**src/rtl/fetch_unit.sv**
```systemverilog
// Instruction fetch stage: owns the PC, issues one strobe/ack request at a time,
// and buffers returned words with their PCs in an in-order queue for decode.
module fetch_unit #(
  parameter logic [31:0] PC_RESET = 32'h0000_0000,
  parameter int          QDEPTH   = 2
) (
  input  logic        clk,
  input  logic        rst_n,
  output logic [31:0] o_imem_addr,
  output logic        o_imem_stb,
  input  logic        i_imem_ack,
  input  logic [31:0] i_imem_data,
  input  logic        i_redirect,
  input  logic [31:0] i_redirect_pc,
  output logic        o_valid,
  output logic [31:0] o_instr,
  output logic [31:0] o_pc,
  input  logic        i_ready,
  output logic        o_misaligned
);

  localparam int PW = $clog2(QDEPTH);
  localparam int CW = PW + 1;

  typedef enum logic [1:0] {FETCH, HOLD, TRAP} state_t;

  state_t          state;
  logic [31:0]     pc;
  logic [31:0]     q_instr [QDEPTH];
  logic [31:0]     q_pc    [QDEPTH];
  logic [PW-1:0]   rd_ptr;
  logic [PW-1:0]   wr_ptr;
  logic [CW-1:0]   count;
  logic [CW-1:0]   count_next;
  logic            push;
  logic            pop;

  // Strobe depends only on state, so i_ready never reaches the memory port.
  assign o_imem_addr = pc;
  assign o_imem_stb  = (state == FETCH);
  assign o_valid     = (count != '0);
  assign o_instr     = q_instr[rd_ptr];
  assign o_pc        = q_pc[rd_ptr];

  assign push = (state == FETCH) && i_imem_ack && !i_redirect;
  assign pop  = o_valid && i_ready;

  always_comb begin
    count_next = count;
    if (push && !pop)
      count_next = count + CW'(1);
    else if (pop && !push)
      count_next = count - CW'(1);
  end

  // Redirect outranks everything except reset; it flushes the queue and drops any ack.
  always_ff @(posedge clk) begin
    if (!rst_n) begin
      state        <= FETCH;
      pc           <= PC_RESET;
      rd_ptr       <= '0;
      wr_ptr       <= '0;
      count        <= '0;
      o_misaligned <= 1'b0;
      for (int i = 0; i < QDEPTH; i++) begin
        q_instr[i] <= '0;
        q_pc[i]    <= '0;
      end
    end else if (i_redirect) begin
      count  <= '0;
      rd_ptr <= '0;
      wr_ptr <= '0;
      pc     <= i_redirect_pc;
      if (i_redirect_pc[1:0] == 2'b00) begin
        state        <= FETCH;
        o_misaligned <= 1'b0;
      end else begin
        state        <= TRAP;
        o_misaligned <= 1'b1;
      end
    end else begin
      if (push) begin
        q_instr[wr_ptr] <= i_imem_data;
        q_pc[wr_ptr]    <= pc;
        wr_ptr          <= wr_ptr + PW'(1);
        pc              <= pc + 32'd4;
      end
      if (pop)
        rd_ptr <= rd_ptr + PW'(1);
      count <= count_next;
      case (state)
        FETCH:   if (count_next == CW'(QDEPTH)) state <= HOLD;
        HOLD:    if (count_next <  CW'(QDEPTH)) state <= FETCH;
        default: state <= TRAP;
      endcase
    end
  end

endmodule

```
**config.mk**
```make
export PLATFORM = sky130hd
export DESIGN_NAME = fetch_unit
export DESIGN_NICKNAME = d
export VERILOG_FILES = /design/src/rtl/fetch_unit.sv
export SDC_FILE = /design/constraint.sdc
export NUM_CORES = 1
export LEC_CHECK = 0
export ABC_CLOCK_PERIOD_IN_PS = 4500
export BUFFER_PORTS_ARGS = -buffer_cell sky130_fd_sc_hd__buf_2
export CORE_MARGIN = 4
export CORE_UTILIZATION = 50
export CTS_BUF_LIST = sky130_fd_sc_hd__clkbuf_16
export DETAILED_ROUTE_END_ITERATION = 16
export GPL_ROUTABILITY_DRIVEN = 0
export HOLD_SLACK_MARGIN = 0.03
export PLACE_DENSITY = 0.76
export SLEW_MARGIN = 20
export SYNTH_ARGS = -nofsm -noshare
export SYNTH_HDL_FRONTEND = slang
export SYNTH_SLANG_ARGS = --single-unit
```
**constraint.sdc**
```tcl
create_clock -name clk -period 4.5 [get_ports clk]
set_input_delay 0.45 -clock clk [delete_from_list [all_inputs] [get_ports clk]]
set_output_delay 0.45 -clock clk [all_outputs]
set_load 0.03 [all_outputs]
```
==> impl_results.md <==
* Top_reg_cell synth: edfxtp_1
* Clock tree buffer depth at 2
* CP Max Fanout at 64
* Static leakage at 3.941 nW
* Nets@finish at 837
* HP Start: i_redirect_pc[4]
* # IOs at 168
* Hold path cells at 2
* TritonCTS buffer count at 17
* Critical path class: in2reg
* GRT Total Usage at 20.89%
* Fraction of registers with async set/reset at 0%
* Initial Utilization at 51.02%
* Fin. max-slew vios at 0
* Post-CTS setup repair buffer count at 0
* Final global-route overflow total at 0
* Slew of the pin with the lowest slew margin at 902.7 ps
* DRT antenna net count at 0
* Max-Cap Viols at 0
* Final Core Density at 61.25%
* R2R cell count at 3
* Net Count, Synth at 698
* Post-synthesis instance area at 7727 um2
* Routed length on met3 at 1395 um
* Via density at 5.843
* Worst Hold Class: in2reg
* Critical Path AT at 2530 ps
* Seq/Total Area, Yosys at 60.10%
* Power Total at 3.735 mW
* Largest net degree at the start of global routing at 70
* Iter 0 DRT Violations at 501
* RR Endpoint: q_instr[0][24]
* DRT Pass-1 Iters at 5
* Die width at 132.3 um
* FF+latch count, synth at 168
* Worst setup EP type: flop
* Ys Warns at 0
* Skew final at 6.633 ps
* Root Driver: clkbuf_16
* Status: complete, no violations
* First-pass GRT wire length at 29210 um
* CTS tree: done
* Core area at 15150 um2
* Post-Synthesis Cells at 627
* Fin crit share at 55.30%
* PD cells at 402.6 nW/um2
* EDFF count, synth at 128
* Worst-Skew Late Latency at 420 ps
* PortBufs at 167
* Final HPWL DP at 11540 um
* Die H at 132.3 um
* RSZ-0062 raised after global routing: no
* WL final at 18530 um
* Worst-path clk slew at 60 ps
* DR vias at 5650
* CTS-repair resized insts at 0
* Die Area at 17510 um2
* R2R Setup Slk at 2030 ps
* Fmax at 401.9 MHz
* Synthesized area per cell at 12.32 um2
* Post-CTS Hold Buffers at 0
* Area Overhead vs Synth at 20.05%
* Uppermost routed layer: met4
* Wire length on met2 at 8469 um
* Min Tclk post-route at 2488 ps
* Synth unique cells at 50
* Setup_tns at 0 ps
* Hold Path Sink: o_imem_addr[4]
* CP Launch Point: rst_n
* Hold Vio Cnt, Final at 0
* # rows at 45
* Startpoint types: input pin
* Vias in the first global route at 5627
* Slew headroom at 39.82%
* CP Data Required Time at 4540 ps
* Ant. Diodes at 0
* H-tree depth at 4
* Clk sinks at 168
* FF-to-FF Start: state[0]
* Share of cells above drive strength 1 at 35.17%
* DR WL/cell at 19.16 um
* Final Setup Violations at 0
* Peak VDD IR at 0.0002495 V
* DRC viols at 0
* Met1 wire length at 8279 um
* Initial antenna violation count at 0
[cell usage after synthesis (all sizes together) (2+ instances only)]
| cell | n | share of area, % |
|---|---|---|
| edfxtp | 128 | 50 |
| and3 | 65 | 5.3 |
| mux2 | 64 | 9.3 |
| and2 | 61 | 4.9 |
| clkbuf | 46 | 2.2 |
| dfxtp | 40 | 10 |
| o21ai | 25 | 1.6 |
| nand2 | 20 | 0.97 |
| nor2 | 15 | 0.73 |
| nand4 | 13 | 1.1 |
| nor3 | 11 | 0.71 |
| inv | 10 | 0.49 |
| nor4 | 10 | 0.81 |
| xnor2 | 10 | 1.1 |
| and4 | 9 | 1.0 |
| nand3 | 9 | 0.58 |
| a31oi | 8 | 0.65 |
| nor2b | 8 | 0.65 |
| nand2b | 7 | 0.57 |
| a21oi | 6 | 0.39 |
| nor3b | 6 | 0.58 |
| a311oi | 5 | 0.57 |
| o211a | 5 | 0.65 |
| or3 | 5 | 0.40 |
| or4 | 5 | 0.53 |
| buf | 4 | 0.28 |
| o31ai | 4 | 0.39 |
| xor2 | 3 | 0.34 |
| a211o | 2 | 0.23 |
| ha | 2 | 0.32 |
| mux2i | 2 | 0.26 |
| o211ai | 2 | 0.19 |
| o311a | 2 | 0.26 |
| or4b | 2 | 0.26 |
[through the flow]
stage	hold slack (ps)	area (um2)	setup WS, ps	cells
after floorplan	481.3	7727	911.5	627
after detailed placement	491.1	8660	1588	935
after global placement	454.2	8660	1668	935
after global routing	244.4	9276	1806	967
after CTS	241.8	9271	1750	967
final	249.1	9276	2012	967
[critical path, stage by stage]
cell      delay [ps]
buf_2            520
nand2b_1         490
nor3_2           270
nand2b_4         750
[sequential cells by signal, indices dropped and copies added, names as in the netlist, named ones only]
signal / cells
state: 2
q_instr: 64
rd_ptr: 1
wr_ptr: 1
count: 2
o_misaligned: 1
q_pc: 64
o_imem_addr: 32
[metal layers]
metal / global-route usage [%] / vias to the layer above
li1: - / 2622
met1: 29.08 / 2748
met2: 31.78 / 249
met3: 5.153 / 31
met4: 8.141 / 0
met5: 0 / -
[worst max path at each step]
stage,end
floorplan,q_instr[0][0]
global placement,q_instr[0][23]
detailed placement,q_instr[0][24]
CTS,o_imem_addr[26]
global route,q_instr[0][24]
finish,q_instr[0][24]
[kinds of logic (layout without fill, tap and decap cells)]
kind of cell / after synthesis / after routing / share of synthesized area [%]
simple gates: 250 / 250 / 19.58
flops: 168 / 168 / 60.10
compound gates: 67 / 67 / 5.813
mux: 66 / 66 / 9.585
buf+inv: 60 / 212 / 2.996
fa+ha+maj: 3 / 3 / 0.4533
xor+xnor: 13 / 13 / 1.473
[where the power goes]
group,switching [mW],total [mW],internal [mW]
logic,0.278,0.417,0.139
registers,0.0643,1.81,1.75
clock network,0.585,1.51,0.920
total,0.928,3.73,2.81
[cell type report]
class                   count  area [um2]
repair buffers            170       858.3
well taps                 188       235.2
inverters                  10       37.54
clock inverters            15       186.4
fillers                  1190        5869
multi-input cells         399        2884
clock buffers              17       425.4
flip-flops and latches    168        4649
[placed cells by master (no fill, tap or decap), types with 11 or more instances in the layout]
master	synthesis	routed
buf_2	2	167
nand2_1	20	19
clkbuf_16	0	17
mux2_2	64	64
and2_1	61	61
dfxtp_1	40	38
o21ai_0	25	25
inv_1	10	11
nand4_1	13	13
and3_1	65	65
edfxtp_1	128	128
nor2_1	15	14
No activity file was read; power rests on OpenSTA's default activity.
